==> config.mk <==
export PLATFORM = sky130hd
export DESIGN_NAME = sd_model_load_ctrl
export DESIGN_NICKNAME = d
export VERILOG_FILES = /design/src/rtl/sd_model_load_ctrl.sv
export SDC_FILE = /design/constraint.sdc
export NUM_CORES = 1
export LEC_CHECK = 0
export BUFFER_PORTS_ARGS = -buffer_cell sky130_fd_sc_hd__buf_4
export CORE_MARGIN = 2
export CORE_UTILIZATION = 51
export CTS_BUF_LIST = sky130_fd_sc_hd__clkbuf_2
export DETAILED_ROUTE_END_ITERATION = 6
export GPL_ROUTABILITY_DRIVEN = 0
export PLACE_DENSITY = 0.69
export SKIP_LAST_GASP = 1
export SLEW_MARGIN = 20
export SYNTH_ARGS = -nofsm -noshare
export SYNTH_HDL_FRONTEND = slang
export SYNTH_SLANG_ARGS = --single-unit
==> constraint.sdc <==
create_clock -name clk_ref -period 11.1 [get_ports clk_ref]
set_clock_uncertainty 0.2 [all_clocks]
set_input_delay 0 -clock clk_ref [delete_from_list [all_inputs] [get_ports clk_ref]]
set_output_delay 0 -clock clk_ref [all_outputs]
set_load 0.01 [all_outputs]
==> src/rtl/sd_model_load_ctrl.sv <==
// SD model loader: reads SECTOR_NUM consecutive sectors through the SPI
// sector-read engine, packs the byte stream into 32-bit words and writes
// them to model memory through a small word FIFO. Retries failed sectors
// and reports sticky done/error status to the CPU side.
module sd_model_load_ctrl #(
  parameter logic [31:0] SECTOR_START = 32'd8192,
  parameter logic [15:0] SECTOR_NUM   = 16'd64,
  parameter logic [23:0] TIMEOUT_CYC  = 24'd5000000,
  parameter logic [1:0]  MAX_RETRY    = 2'd3,
  parameter int          MEM_AW       = 16
) (
  input  logic              clk_ref,
  input  logic              arst_n,
  input  logic              start,
  input  logic              sd_init_done,
  output logic              rd_start,
  output logic [31:0]       rd_sec_addr,
  input  logic              rd_busy,
  input  logic              rd_val_en,
  input  logic [7:0]        rd_val_data,
  output logic              mem_wr_en,
  output logic [MEM_AW-1:0] mem_wr_addr,
  output logic [31:0]       mem_wr_data,
  input  logic              mem_wr_ready,
  output logic              busy,
  output logic              load_done,
  output logic              load_err
);

  localparam logic [3:0] ST_IDLE      = 4'd0;
  localparam logic [3:0] ST_WAIT_INIT = 4'd1;
  localparam logic [3:0] ST_ISSUE     = 4'd2;
  localparam logic [3:0] ST_WAIT_BUSY = 4'd3;
  localparam logic [3:0] ST_RECV      = 4'd4;
  localparam logic [3:0] ST_DRAIN     = 4'd5;
  localparam logic [3:0] ST_NEXT      = 4'd6;
  localparam logic [3:0] ST_RETRY     = 4'd7;
  localparam logic [3:0] ST_DONE      = 4'd8;
  localparam logic [3:0] ST_ERR       = 4'd9;

  localparam logic [9:0] SECTOR_BYTES = 10'd512;

  logic [3:0]  state;
  logic [15:0] sec_idx;
  logic [1:0]  retry_cnt;
  logic [9:0]  byte_cnt;
  logic [23:0] timeout_cnt;
  logic [23:0] pack_buf;

  // Word FIFO between the byte packer and the memory write port.
  logic [31:0]       fifo_data [4];
  logic [MEM_AW-1:0] fifo_addr [4];
  logic [1:0]        fifo_wp;
  logic [1:0]        fifo_rp;
  logic [2:0]        fifo_cnt;

  logic              in_read;
  logic              byte_accept;
  logic              fifo_push;
  logic              fifo_pop;
  logic              fifo_empty;
  logic              fifo_full;
  logic              fifo_ovf;
  logic              sector_ok;
  logic              timed_out;
  logic              short_end;
  logic              read_fail;
  logic              go_err;
  logic [6:0]        word_idx;
  logic [MEM_AW-1:0] push_addr;
  logic [31:0]       push_data;

  // Byte intake: only while a read is in flight, and never past 512 bytes.
  assign in_read     = (state == ST_WAIT_BUSY) || (state == ST_RECV);
  assign byte_accept = in_read && rd_val_en && (byte_cnt != SECTOR_BYTES);
  assign fifo_push   = byte_accept && (byte_cnt[1:0] == 2'd3);
  assign word_idx    = byte_cnt[8:2];
  assign push_addr   = MEM_AW'({sec_idx, word_idx});
  assign push_data   = {rd_val_data, pack_buf};

  assign fifo_empty  = (fifo_cnt == 3'd0);
  assign fifo_full   = (fifo_cnt == 3'd4);
  assign fifo_pop    = !fifo_empty && mem_wr_ready;
  assign fifo_ovf    = fifo_push && fifo_full && !fifo_pop;

  // A complete sector wins over a coincident timeout.
  assign sector_ok   = (state == ST_RECV) && !rd_busy && (byte_cnt == SECTOR_BYTES);
  assign timed_out   = in_read && (timeout_cnt == TIMEOUT_CYC);
  assign short_end   = (state == ST_RECV) && !rd_busy && (byte_cnt != SECTOR_BYTES);
  assign read_fail   = (timed_out || short_end) && !sector_ok;
  assign go_err      = fifo_ovf || (read_fail && (retry_cnt == MAX_RETRY));

  assign rd_start    = (state == ST_ISSUE);
  assign busy        = (state != ST_IDLE) && (state != ST_DONE) && (state != ST_ERR);
  assign mem_wr_en   = !fifo_empty;
  assign mem_wr_addr = mem_wr_en ? fifo_addr[fifo_rp] : '0;
  assign mem_wr_data = mem_wr_en ? fifo_data[fifo_rp] : '0;

  // Load sequencer: state, sector/retry bookkeeping, byte packing, timeout.
  always_ff @(posedge clk_ref or negedge arst_n) begin
    if (!arst_n) begin
      state       <= ST_IDLE;
      sec_idx     <= '0;
      retry_cnt   <= '0;
      byte_cnt    <= '0;
      timeout_cnt <= '0;
      pack_buf    <= '0;
      rd_sec_addr <= '0;
      load_done   <= 1'b0;
      load_err    <= 1'b0;
    end else begin
      // NOTE: non-blocking assignments throughout, so every branch below
      // sees the pre-edge values and later assignments override earlier ones.
      if ((state == ST_ISSUE) || rd_val_en) begin
        timeout_cnt <= '0;
      end else if (in_read) begin
        timeout_cnt <= timeout_cnt + 24'd1;
      end

      if (byte_accept) begin
        byte_cnt <= byte_cnt + 10'd1;
        case (byte_cnt[1:0])
          2'd0:    pack_buf[7:0]   <= rd_val_data;
          2'd1:    pack_buf[15:8]  <= rd_val_data;
          2'd2:    pack_buf[23:16] <= rd_val_data;
          default: ;
        endcase
      end

      case (state)
        ST_IDLE: begin
          if (start) begin
            sec_idx   <= '0;
            retry_cnt <= '0;
            state     <= ST_WAIT_INIT;
          end
        end
        ST_WAIT_INIT: begin
          if (sd_init_done) begin
            rd_sec_addr <= SECTOR_START + {16'd0, sec_idx};
            state       <= ST_ISSUE;
          end
        end
        ST_ISSUE: begin
          byte_cnt <= '0;
          state    <= ST_WAIT_BUSY;
        end
        ST_WAIT_BUSY, ST_RECV: begin
          if (sector_ok) begin
            state <= ST_DRAIN;
          end else if (read_fail) begin
            // Exhausted retries are handled by the error override below.
            if (retry_cnt != MAX_RETRY) begin
              retry_cnt <= retry_cnt + 2'd1;
              byte_cnt  <= '0;
              state     <= ST_RETRY;
            end
          end else if ((state == ST_WAIT_BUSY) && rd_busy) begin
            state <= ST_RECV;
          end
        end
        ST_DRAIN: begin
          if (fifo_empty) state <= ST_NEXT;
        end
        ST_NEXT: begin
          if (sec_idx == SECTOR_NUM - 16'd1) begin
            load_done <= 1'b1;
            state     <= ST_DONE;
          end else begin
            sec_idx     <= sec_idx + 16'd1;
            retry_cnt   <= '0;
            rd_sec_addr <= SECTOR_START + {16'd0, sec_idx + 16'd1};
            state       <= ST_ISSUE;
          end
        end
        ST_RETRY: begin
          // Words already queued for this sector drain before re-reading it.
          if (fifo_empty) state <= ST_ISSUE;
        end
        ST_DONE, ST_ERR: begin
          if (start) begin
            load_done <= 1'b0;
            load_err  <= 1'b0;
            sec_idx   <= '0;
            retry_cnt <= '0;
            state     <= ST_WAIT_INIT;
          end
        end
        default: state <= ST_IDLE;
      endcase

      if (go_err) begin
        load_err <= 1'b1;
        state    <= ST_ERR;
      end
    end
  end

  // FIFO pointers and occupancy; flushed when the load enters ERR.
  always_ff @(posedge clk_ref or negedge arst_n) begin
    if (!arst_n) begin
      fifo_wp  <= '0;
      fifo_rp  <= '0;
      fifo_cnt <= '0;
    end else if (go_err) begin
      fifo_wp  <= '0;
      fifo_rp  <= '0;
      fifo_cnt <= '0;
    end else begin
      if (fifo_push) fifo_wp <= fifo_wp + 2'd1;
      if (fifo_pop)  fifo_rp <= fifo_rp + 2'd1;
      case ({fifo_push, fifo_pop})
        2'b10:   fifo_cnt <= fifo_cnt + 3'd1;
        2'b01:   fifo_cnt <= fifo_cnt - 3'd1;
        default: ;
      endcase
    end
  end

  // FIFO storage write.
  // NOTE: the storage array has no reset; fifo_cnt says which entries are
  // live and the memory outputs are forced to zero while the FIFO is empty.
  always_ff @(posedge clk_ref) begin
    if (fifo_push) begin
      fifo_data[fifo_wp] <= push_data;
      fifo_addr[fifo_wp] <= push_addr;
    end
  end

endmodule

==> impl_metrics.env <==
export IMPL_drive_gt1_share_pct=30.16
export IMPL_detailed_place_hpwl_mm=14.68
export IMPL_p_switching_mw=1.071
export IMPL_num_nets_final=1062
export IMPL_clk_path_buf_depth=3
export IMPL_worst_pin_slew_ns=0.9631
export IMPL_ant_nets=0
export IMPL_grt_pass1_wl_mm=39.94
export IMPL_path_cells="or3b_4 > a21o_2 > nor3_4 > and2_2 > buf_4"
export IMPL_finalSetupViolCount=0
export IMPL_max_freq_mhz=283.8
export IMPL_outcome="finished, final reports clean"
export IMPL_area_growth_pct=15.45
export IMPL_syn_inst=866
export IMPL_clkSinkCount=298
export IMPL_rows=58
export IMPL_core_area_um2=24890
export IMPL_synth_seq_cells=298
export IMPL_first_iter_violations=388
export IMPL_max_stage_delay_ns=0.70
export IMPL_pwr_share_seq_pct=45.5
export IMPL_hp_class="primary input to flip-flop"
export IMPL_final_core_util_pct=59.43
export IMPL_ys_flop_type="edfxtp_1"
export IMPL_grt_max_degree=76
export IMPL_crit_family="simple AND/OR/NAND/NOR gates"
export IMPL_syn_avg_cell_area_um2=14.80
export IMPL_p_int_mw=2.207
export IMPL_start_util_pct=51.48
export IMPL_antenna_found_initial=1
export IMPL_die_h_um=162.5
export IMPL_slew_viol_final=0
export IMPL_crit_required_ns=11.37
export IMPL_synth_area_um2=12810
export IMPL_drc=0
export IMPL_clkPwrFrac_pct=22.1
export IMPL_arrival_ns=3.79
export IMPL_final_common_cell="edfxtp_1"
export IMPL_cp_max_fo=25
export IMPL_async_flop_share_pct=35.57
export IMPL_cts_tree="built"
export IMPL_drtPass1Iterations=4
export IMPL_first_global_vias=7793
export IMPL_power_density_nw_per_um2=221.5
export IMPL_io_buffers=84
export IMPL_holdWs_ns=0.1071
export IMPL_slew_headroom_pct=35.64
export IMPL_path_class="flip-flop to flip-flop"
export IMPL_synth_edf_count=192
export IMPL_root_buffer="clkbuf_2"
export IMPL_dr_total_vias=7582
export IMPL_p_sw_share_pct=32.67
export IMPL_end_kind="flip-flop"
export IMPL_avgViaCountPerCell=5.321
export IMPL_cts_htree_levels=3
export IMPL_rsz0062_at_grt="no"
export IMPL_ir_worst_vdd_mv=0.1432
export IMPL_ioPinCount=100
export IMPL_ys_warn_count=0
export IMPL_mostFrequentLayoutCells="edfxtp_1 (192), clkbuf_2 (125), dfrtp_1 (104)"
export IMPL_postCtsSetupBuffers=0
export IMPL_tns_ns=0
export IMPL_crit_buf_inv=1
export IMPL_ys_seq_area_share_pct=65.70
export IMPL_die_area_um2=26410
export IMPL_wl_mm=24.58
export IMPL_max_cap_violations=0
export IMPL_clk_pin_slew_worst_paths_ns=0.11
export IMPL_critPathLaunchType="flip-flop"
export IMPL_wl_per_cell_um=17.25
export IMPL_clock_latency_ns=0.83
export IMPL_leakage_nw=5.833
export IMPL_die_w_um=162.5
export IMPL_grt_use_total_pct=19.57
export IMPL_hold_violations=0
export IMPL_fin_crit_sh_pct=31.74
export IMPL_p_comb_share_pct=32.4
export IMPL_critPathSlowestCell="and2_2"
export IMPL_period_needed_ns=3.523
export IMPL_cts_buffers=74
export IMPL_synth_cell_types=63
export IMPL_finalPower_mw=3.277
export IMPL_grt_overflow=0
==> metal layers <==
| layer | vias up | GRT usage, % | wire (um) |
|---|---|---|---|
| met4 | 0 | 6.637 | 475 |
| met1 | 3774 | 25.18 | 10600 |
| met2 | 187 | 33.21 | 12390 |
| li1 | 3577 | - | - |
| met3 | 44 | 4.354 | 1109 |
| met5 | - | 0 | 0 |
==> cells in the mapped netlist, types with 2 or more instances <==
cell type	n	area share (%)
nand2_1	48	1.4
and2_1	56	2.7
xor2_1	24	1.6
o31a_1	2	0.14
nor2_1	71	2.1
nand4_1	8	0.39
and4_1	3	0.21
buf_2	8	0.31
nor3b_1	2	0.12
nor3_4	2	0.25
clkbuf_1	21	0.62
nand3_1	22	0.86
nor4b_1	4	0.27
xnor2_1	23	1.6
o21ai_0	30	1.2
mux4_2	48	8.4
edfxtp_1	192	45
nand2b_1	5	0.24
ha_1	13	1.3
o31ai_1	3	0.18
mux2_2	32	2.8
or4_1	2	0.12
buf_4	15	0.88
nor2b_1	3	0.15
buf_1	5	0.15
a22o_1	3	0.21
o211ai_1	4	0.23
a21oi_1	30	1.2
nor4_1	4	0.20
or3_1	8	0.39
a31oi_1	3	0.15
nor3_1	4	0.16
a21o_1	5	0.29
mux2i_1	5	0.39
dfrtp_1	106	21
inv_1	11	0.32
or2_2	4	0.20
and3_1	12	0.59
==> worst paths after layout <==
check / start / end / slack (ns) / cells past startpoint
max in group asynchronous: arst_n / fifo_rp[0] / 9.27 / 5
min in group asynchronous: arst_n / sec_idx[15] / 0.59 / 5
worst max-delay path: state[2] / fifo_addr[1][2] / 7.58 / 5
worst min-delay path: rd_val_en / fifo_wp[0] / 0.11 / 6
worst max register to register: state[2] / fifo_addr[1][2] / 7.58 / 5
worst min register to register: pack_buf[16] / fifo_data[0][16] / 0.30 / 0
==> sequential cells by signal, summed over array words and instances, names as in the netlist <==
| register | cells |
|---|---|
| rd_sec_addr | 17 |
| fifo_addr | 64 |
| timeout_cnt | 24 |
| sec_idx | 16 |
| byte_cnt | 10 |
| load_err | 1 |
| fifo_cnt | 3 |
| retry_cnt | 2 |
| fifo_data | 128 |
| fifo_wp | 2 |
| load_done | 1 |
| state | 4 |
| pack_buf | 24 |
| fifo_rp | 2 |
==> final cells by class <==
type | count | area, um^2
fillers | 2005 | 10100
flip-flops and latches | 298 | 8423
multi-input cells | 521 | 4150
repair buffers | 127 | 1062
clock buffers | 125 | 625.6
well taps | 330 | 412.9
clock inverters | 12 | 75.07
inverters | 11 | 41.29
diodes | 1 | 2.502
==> logic make-up after synthesis <==
| group | count (synthesis) | synth area share (%) |
|---|---|---|
| buf+inv | 61 | 2.363 |
| simple gates | 268 | 11.16 |
| other cells | 1 | 0.02927 |
| mux | 85 | 11.64 |
| fa+ha+maj | 14 | 1.426 |
| flops | 298 | 65.70 |
| xor+xnor | 47 | 3.213 |
| compound gates | 92 | 4.472 |
==> power groups by stage <==
stage	sequential (mW)	combinational (mW)	clock [mW]
3_5_place_dp	1.55	1.03	0
3_3_place_gp	1.54	1.02	0
5_1_grt	1.52	1.16	0.809
2_1_floorplan	1.45	0.719	0
4_1_cts	1.52	1.04	0.755
6_report	1.49	1.06	0.726
==> through the flow <==
stage	setup WS [ns]	instances	cell area, um^2
3_5_place_dp	7.577	1253	13730
3_3_place_gp	7.624	1253	13730
4_1_cts	7.557	1423	14770
2_1_floorplan	7.611	880	12870
5_1_grt	7.339	1425	14790
6_report	7.577	1425	14790
==> timing repair <==
item / 4_1_cts / 5_1_grt
gates resized for setup: 0 / 0
hold endpoints to repair: 299 / 0
hold buffers: 33 / 0
==> worst min-delay path: cells and delay by family <==
family	cells	cell delay, ns
buffers and inverters	2	0.68
AND/OR/NAND/NOR	3	0.26
XOR/XNOR	1	0.14
No activity file was read; power rests on OpenSTA's default activity.
